<file path="config.mk">
export PLATFORM = sky130hd
export DESIGN_NAME = apb_uart_rx_fifo_slave
export DESIGN_NICKNAME = d
export VERILOG_FILES = /design/src/rtl/apb_uart_rx_fifo_slave.sv
export SDC_FILE = /design/constraint.sdc
export NUM_CORES = 1
export LEC_CHECK = 0
export CORE_MARGIN = 1.5
export CORE_UTILIZATION = 49
export CTS_BUF_LIST = sky130_fd_sc_hd__clkbuf_16
export CTS_CLUSTER_SIZE = 8
export DETAILED_ROUTE_END_ITERATION = 6
export PLACE_DENSITY = 0.87
export SYNTH_ARGS = -nofsm -noshare
export SYNTH_HDL_FRONTEND = slang
export SYNTH_SLANG_ARGS = --single-unit
</file>
<file path="constraint.sdc">
create_clock -name clk -period 2.4 [get_ports clk]
set_input_delay 0.48 -clock clk [delete_from_list [all_inputs] [get_ports clk]]
set_output_delay 0.48 -clock clk [all_outputs]
set_load 0.03 [all_outputs]
</file>
<file path="src/rtl/apb_uart_rx_fifo_slave.sv">
// apb_uart_rx_fifo_slave
//   APB register slave for the UART receiver. A receive FIFO of
//   FIFO_DEPTH bytes sits between the receiver and the bus, sticky
//   error flags are cleared by writing 1, and writes are validated
//   with pslverr.
//   Optional feature macro: UART_RX_IRQ_EN (address 7 becomes the
//   interrupt enable register and irq is driven; otherwise irq is 0).
module apb_uart_rx_fifo_slave #(
    parameter int  FIFO_DEPTH = 8,
    parameter int  BP_W       = 14,
    localparam int CNT_W      = $clog2(FIFO_DEPTH) + 1
) (
    input  logic            clk,
    input  logic            rst,
    input  logic [7:0]      rx_data,
    input  logic            data_ready,
    input  logic            overrun_error,
    input  logic            framing_error,
    input  logic            psel,
    input  logic [2:0]      paddr,
    input  logic            penable,
    input  logic            pwrite,
    input  logic [7:0]      pwdata,
    output logic [7:0]      prdata,
    output logic            pslverr,
    output logic            data_read,
    output logic [3:0]      data_size,
    output logic [BP_W-1:0] bit_period,
    output logic            irq
);

    localparam int PTR_W = (FIFO_DEPTH > 1) ? $clog2(FIFO_DEPTH) : 1;
    localparam int HI_W  = BP_W - 8;
    localparam logic [CNT_W-1:0] FULL_CNT = CNT_W'(FIFO_DEPTH);

    localparam logic [2:0] ADDR_STATUS = 3'd0;
    localparam logic [2:0] ADDR_ERRS   = 3'd1;
    localparam logic [2:0] ADDR_BP_LO  = 3'd2;
    localparam logic [2:0] ADDR_BP_HI  = 3'd3;
    localparam logic [2:0] ADDR_DSIZE  = 3'd4;
    localparam logic [2:0] ADDR_COUNT  = 3'd5;
    localparam logic [2:0] ADDR_HEAD   = 3'd6;
`ifdef UART_RX_IRQ_EN
    localparam logic [2:0] ADDR_IRQEN  = 3'd7;
`endif

    // ------------------------------------------------------------------
    // State
    // ------------------------------------------------------------------
    logic [7:0]       r_mem [FIFO_DEPTH];
    logic [PTR_W-1:0] r_wptr;
    logic [PTR_W-1:0] r_rptr;
    logic [CNT_W-1:0] r_count;
    logic [2:0]       r_err;
    logic [BP_W-1:0]  r_bit_period;
    logic [3:0]       r_data_size;
    logic             r_data_read;
    logic             r_dr_prev;

    // ------------------------------------------------------------------
    // Decode
    // ------------------------------------------------------------------
    logic             w_access;
    logic             w_wr;
    logic             w_rd;
    logic             w_not_empty;
    logic             w_full;
    logic             w_push_req;
    logic             w_pop;
    logic             w_push_ok;
    logic             w_overflow;
    logic             w_dsize_legal;
    logic [2:0]       w_err_clr;
    logic [2:0]       w_err_set;
    logic [CNT_W-1:0] w_count_nxt;
    logic [7:0]       w_bp_hi_rd;
    logic [7:0]       w_rdata;
    logic             w_slverr;

    assign w_access    = psel & penable;
    assign w_wr        = w_access & pwrite;
    assign w_rd        = w_access & ~pwrite;
    assign w_not_empty = (r_count != {CNT_W{1'b0}});
    assign w_full      = (r_count == FULL_CNT);

    // A new byte is offered only on the rising edge of data_ready; the
    // receiver holds data_ready high until it sees data_read.
    assign w_push_req  = data_ready & ~r_dr_prev;
    assign w_pop       = w_rd & (paddr == ADDR_HEAD) & w_not_empty;

    // A pop in the same cycle frees a slot, so a push into a full FIFO
    // alongside a pop is accepted rather than counted as overflow.
    assign w_push_ok   = w_push_req & (~w_full | w_pop);
    assign w_overflow  = w_push_req & w_full & ~w_pop;

    assign w_dsize_legal = (pwdata >= 8'd5) && (pwdata <= 8'd8);

    assign w_err_set = {w_overflow, overrun_error, framing_error};
    assign w_err_clr = (w_wr && (paddr == ADDR_ERRS)) ? pwdata[2:0] : 3'b000;

    // Occupancy counter next value: simultaneous push and pop cancel out.
    always_comb begin
        w_count_nxt = r_count;
        case ({w_push_ok, w_pop})
            2'b10:   w_count_nxt = r_count + CNT_W'(1);
            2'b01:   w_count_nxt = r_count - CNT_W'(1);
            default: w_count_nxt = r_count;
        endcase
    end

    // Zero-extend the upper bit_period field for readback.
    always_comb begin
        w_bp_hi_rd = 8'd0;
        if (HI_W > 0) begin
            w_bp_hi_rd[HI_W-1:0] = r_bit_period[BP_W-1:8];
        end else begin
            w_bp_hi_rd = 8'd0;
        end
    end

    // ------------------------------------------------------------------
    // Optional interrupt
    // ------------------------------------------------------------------
`ifdef UART_RX_IRQ_EN
    logic [1:0] r_irq_en;
    logic       r_irq;

    // Interrupt enable register and registered interrupt output.
    always_ff @(posedge clk) begin
        if (rst) begin
            r_irq_en <= 2'b00;
            r_irq    <= 1'b0;
        end else begin
            if (w_wr && (paddr == ADDR_IRQEN)) begin
                r_irq_en <= pwdata[1:0];
            end
            r_irq <= (r_irq_en[0] & w_not_empty) | (r_irq_en[1] & (|r_err));
        end
    end

    assign irq = r_irq;
`else
    assign irq = 1'b0;
`endif

    // ------------------------------------------------------------------
    // APB read data and slave error (combinational during access phase)
    // ------------------------------------------------------------------

    // Decode the access into prdata/pslverr; both stay 0 when idle.
    always_comb begin
        w_rdata  = 8'd0;
        w_slverr = 1'b0;
        if (w_wr) begin
            case (paddr)
                ADDR_STATUS, ADDR_COUNT, ADDR_HEAD: w_slverr = 1'b1;
                ADDR_DSIZE:                         w_slverr = ~w_dsize_legal;
                ADDR_ERRS, ADDR_BP_LO, ADDR_BP_HI:  w_slverr = 1'b0;
`ifdef UART_RX_IRQ_EN
                ADDR_IRQEN:                         w_slverr = 1'b0;
`endif
                default:                            w_slverr = 1'b1;
            endcase
        end else if (w_rd) begin
            case (paddr)
                ADDR_STATUS: w_rdata = {6'd0, w_full, w_not_empty};
                ADDR_ERRS:   w_rdata = {5'd0, r_err};
                ADDR_BP_LO:  w_rdata = r_bit_period[7:0];
                ADDR_BP_HI:  w_rdata = w_bp_hi_rd;
                ADDR_DSIZE:  w_rdata = {4'd0, r_data_size};
                ADDR_COUNT:  w_rdata = 8'(r_count);
                ADDR_HEAD: begin
                    if (w_not_empty) begin
                        w_rdata = r_mem[r_rptr];
                    end else begin
                        w_rdata  = 8'd0;
                        w_slverr = 1'b1;
                    end
                end
`ifdef UART_RX_IRQ_EN
                ADDR_IRQEN:  w_rdata = {6'd0, r_irq_en};
`endif
                default: begin
                    w_rdata  = 8'd0;
                    w_slverr = 1'b1;
                end
            endcase
        end else begin
            w_rdata  = 8'd0;
            w_slverr = 1'b0;
        end
    end

    assign prdata  = w_rdata;
    assign pslverr = w_slverr;

    // ------------------------------------------------------------------
    // Sequential logic
    // ------------------------------------------------------------------

    // FIFO storage; contents need no reset since occupancy gates reads.
    always_ff @(posedge clk) begin
        if (w_push_ok) begin
            r_mem[r_wptr] <= rx_data;
        end
    end

    // FIFO pointers and occupancy; pointers wrap naturally (power of two).
    always_ff @(posedge clk) begin
        if (rst) begin
            r_wptr  <= {PTR_W{1'b0}};
            r_rptr  <= {PTR_W{1'b0}};
            r_count <= {CNT_W{1'b0}};
        end else begin
            if (w_push_ok) begin
                r_wptr <= r_wptr + PTR_W'(1);
            end
            if (w_pop) begin
                r_rptr <= r_rptr + PTR_W'(1);
            end
            r_count <= w_count_nxt;
        end
    end

    // data_ready history and the one-cycle acknowledge back to the receiver.
    // The acknowledge fires even when the byte is dropped on overflow.
    always_ff @(posedge clk) begin
        if (rst) begin
            r_dr_prev   <= 1'b0;
            r_data_read <= 1'b0;
        end else begin
            r_dr_prev   <= data_ready;
            r_data_read <= w_push_req;
        end
    end

    // Sticky error flags: a set in the same cycle as a clear wins.
    always_ff @(posedge clk) begin
        if (rst) begin
            r_err <= 3'b000;
        end else begin
            r_err <= (r_err & ~w_err_clr) | w_err_set;
        end
    end

    // Configuration registers driven to the receiver.
    always_ff @(posedge clk) begin
        if (rst) begin
            r_bit_period <= {BP_W{1'b0}};
            r_data_size  <= 4'd8;
        end else begin
            if (w_wr && (paddr == ADDR_BP_LO)) begin
                r_bit_period[7:0] <= pwdata;
            end
            if (w_wr && (paddr == ADDR_BP_HI)) begin
                r_bit_period[BP_W-1:8] <= pwdata[HI_W-1:0];
            end
            if (w_wr && (paddr == ADDR_DSIZE) && w_dsize_legal) begin
                r_data_size <= pwdata[3:0];
            end
        end
    end

    assign data_read  = r_data_read;
    assign data_size  = r_data_size;
    assign bit_period = r_bit_period;

endmodule

</file>
==> results.txt <==
Outcome: finished, violations left
Failing checks: setup timing
Sequential share of the synthesized area: 61.31%
# nets final: 444
CTS tree: built
Most common library cells after synthesis: 64 x edfxtp_1, 38 x nor2_1, 36 x dfxtp_1
Gr usage total: 24.32%
NetSw: 0.8765 mW
Horiz. Die Dim: 96.79 um
Post-Syn Nets: 335
Post-Synthesis Cells: 305
Post-synth top area share: 44.59%
Cell Area, Synth: 4310 um2
Drc violations: 0
RSZ-0062 raised after global routing: true
Post-route ant nets: 0
PortBufs: 54
Largest fanout on the critical path: 8
Clk_skew: 7.958 ps
Placer Congestion: 0.8166
Sw Ratio: 24.06%
Full die area: 9368 um2
DRT iter0 DRCs: 159
Global-route wire length before repair: 17.37 mm
Cell Count, Final, Fillers Out: 527
CP max-delay cell: mux4_2
Hold crit path type: register to register
Count of different cell masters after synthesis: 47
Internal Pwr Total: 2.767 mW
Pins Over Slew Limit: 0
Inst Count DP: 495
Util after Layout: 69.01%
Top FF cell, synth: edfxtp_1
Final worst setup slack: -20.60 ps
Area leader, netlist: edfxtp_1
Combinational power share: 9.7%
GRT overflow: 0
#FFs+latches synth: 100
Largest net degree at the start of global routing: 21
Skew-Pair Late Insertion Delay: 350 ps
Max Fclk: 413.1 MHz
Hold path depth: 1
Number of top-level pins: 56
CP startpoint kind: primary input
CP dominant cell by count: buf_6
Layout cells sized above 1: 35.80%
CTS buffer count: 9
Worst setup EP type: output port
Post-synth EDFFs: 64
Fillers: 553
WS Path Type: primary input to output port
Area delta synth->final: 38.26%
Crit path DAT: 1940 ps
Overall Power: 3.644 mW
Power per standard cell area: 611.4 nW/um2
Reg2reg path depth: 9
Bufs on Longest Clock Path: 2
CP Cell Sequence: clkdlybuf4s15_1 -> buf_6 -> mux4_2 -> o211ai_1 -> o21ai_4 -> buf_6
Async set-reset flop share out of synthesis: 0%
Vias in the first global route: 3,306
Final worst-path cycle share: 100.9%
Site Rows: 34
Clk slew on worst S/H paths: 70 ps
Root Driver: clkbuf_16
Effective utilization at floorplan: 49.91%
Clock power share: 38.8%
Antenna violations before repair: 0
Antenna diodes: 0
Yosys warns: 0
Largest cells by area after synthesis: edfxtp_1 45%, dfxtp_1 17%, mux4_2 9.4%
Vias: 3,035
Final hold vios: 0
Fin crit period: 2421 ps
Leak: 2.237 nW
Post-DP HPWL: 6.762 mm
Worst path required time: 1920 ps
Peak supply drop: 0.0006643 V
DR vias/cell: 5.759
Core footprint: 8636 um2
# Max-Cap Violations: 0
H-tree levels: 3
Synth Area per Inst: 14.13 um2
Top-count cell post-synth: edfxtp_1
Critical Path Max Stage Delay: 510 ps
Die Height: 96.79 um
# setup viols final: 2
Wirelength per Cell: 20.69 um
Clock sink count: 100
Sequential power share: 51.6%
DRT Pass-1 Iters: 4
WL final: 10.90 mm
[sequential cells by signal, summed over array words and instances, names as in the netlist, named ones only]
register    cells
r_mem          64
bit_period     14
data_size       4
r_count         4
r_err           3
r_rptr          3
r_wptr          3
data_read       1
r_dr_prev       1
[power groups by stage]
| stage | logic [mW] | clock network, mW | registers, mW |
|---|---|---|---|
| global route | 0.374 | 1.51 | 1.88 |
| global placement | 0.270 | 0 | 1.92 |
| floorplan | 0.132 | 0 | 1.92 |
| CTS | 0.329 | 1.43 | 1.88 |
| finish | 0.352 | 1.41 | 1.88 |
| detailed placement | 0.279 | 0 | 1.92 |
[area by class of cell]
class,count,area (um2),share of cell area [%]
Clock inverter,7,72.57,1.218
Multi-Input combinational cell,184,1792,30.07
Timing Repair Buffer,117,1067,17.91
Inverter,2,7.507,0.1260
Tap cell,108,135.1,2.267
Sequential cell,100,2660,44.64
Clock buffer,9,225.2,3.779
[cell usage in the layout (no fill, tap or decap), types with 3 or more instances in the layout]
master	synthesis	final
edfxtp_1	64	64
buf_4	3	59
nor2_1	38	36
clkdlybuf4s50_1	0	34
dfxtp_1	36	30
mux2i_1	34	27
mux4_2	18	18
buf_6	1	11
nand2_1	11	10
clkbuf_16	0	9
dlygate4sd2_1	0	6
xor2_1	5	5
mux2i_4	0	5
o21ai_0	7	5
nor2b_1	6	4
nand2b_1	4	4
nor3_1	6	4
and3_1	4	4
a21oi_1	4	4
dfxtp_4	0	4
dlymetal6s2s_1	0	4
o21ai_4	0	3
o211ai_1	3	3
nor3_2	2	3
ha_1	3	3
[cell families after synthesis]
logic type,after synthesis,synth area share (%)
and+or+nand+nor,86,10.62
xor gates and xnor gates,6,1.219
muxes,54,17.82
buffers and inverters,22,2.583
other,1,0.08700
DFF,100,61.31
adders and majority gates,3,0.8709
AOI/OAI and AO/OA,33,5.487
[per-stage QoR]
step,setup TNS (ps),hold WS [ps],setup slack (ps),area [um2]
4_1_cts,-6.597,500.9,-6.597,5859
5_1_grt,-164.1,530.0,-63.89,5959
2_1_floorplan,0,446.4,5.699,4310
6_report,-27.66,507.2,-20.60,5959
3_5_place_dp,-19810,485.3,-711.1,5235
3_3_place_gp,-17100,459.8,-707.0,5235
[path summary, 6_finish.rpt]
path                     start  slack (ps)            to
setup / recovery      paddr[0]         -20     prdata[1]
hold / removal    data_size[2]         510  data_size[2]
setup reg to reg    r_count[0]         300    r_count[2]
hold reg to reg   data_size[2]         510  data_size[2]
[worst max-delay path, delay by kind of cell]
| kind | cells | cell delay, ps |
|---|---|---|
| AOI/OAI and AO/OA | 2 | 400 |
| buffers and inverters | 3 | 540 |
| muxes | 1 | 510 |
[repair_timing]
item,4_1_cts,5_1_grt
endpoints found under the setup margin,9,10
buffers inserted,13,2
pin swaps,10,6
cloned,2,0
gates resized for setup,63,20
hold buffers,0,0
[layer usage]
metal | GRT usage (%) | vias to the layer above | wire, um
met1 | 26.95 | 1504 | 4060
li1 | - | 1374 | -
met3 | 6.431 | 31 | 700
met2 | 44.32 | 126 | 5805
met4 | 9.476 | 0 | 337
met5 | 0 | - | 0
(Power assumes the default switching activity.)
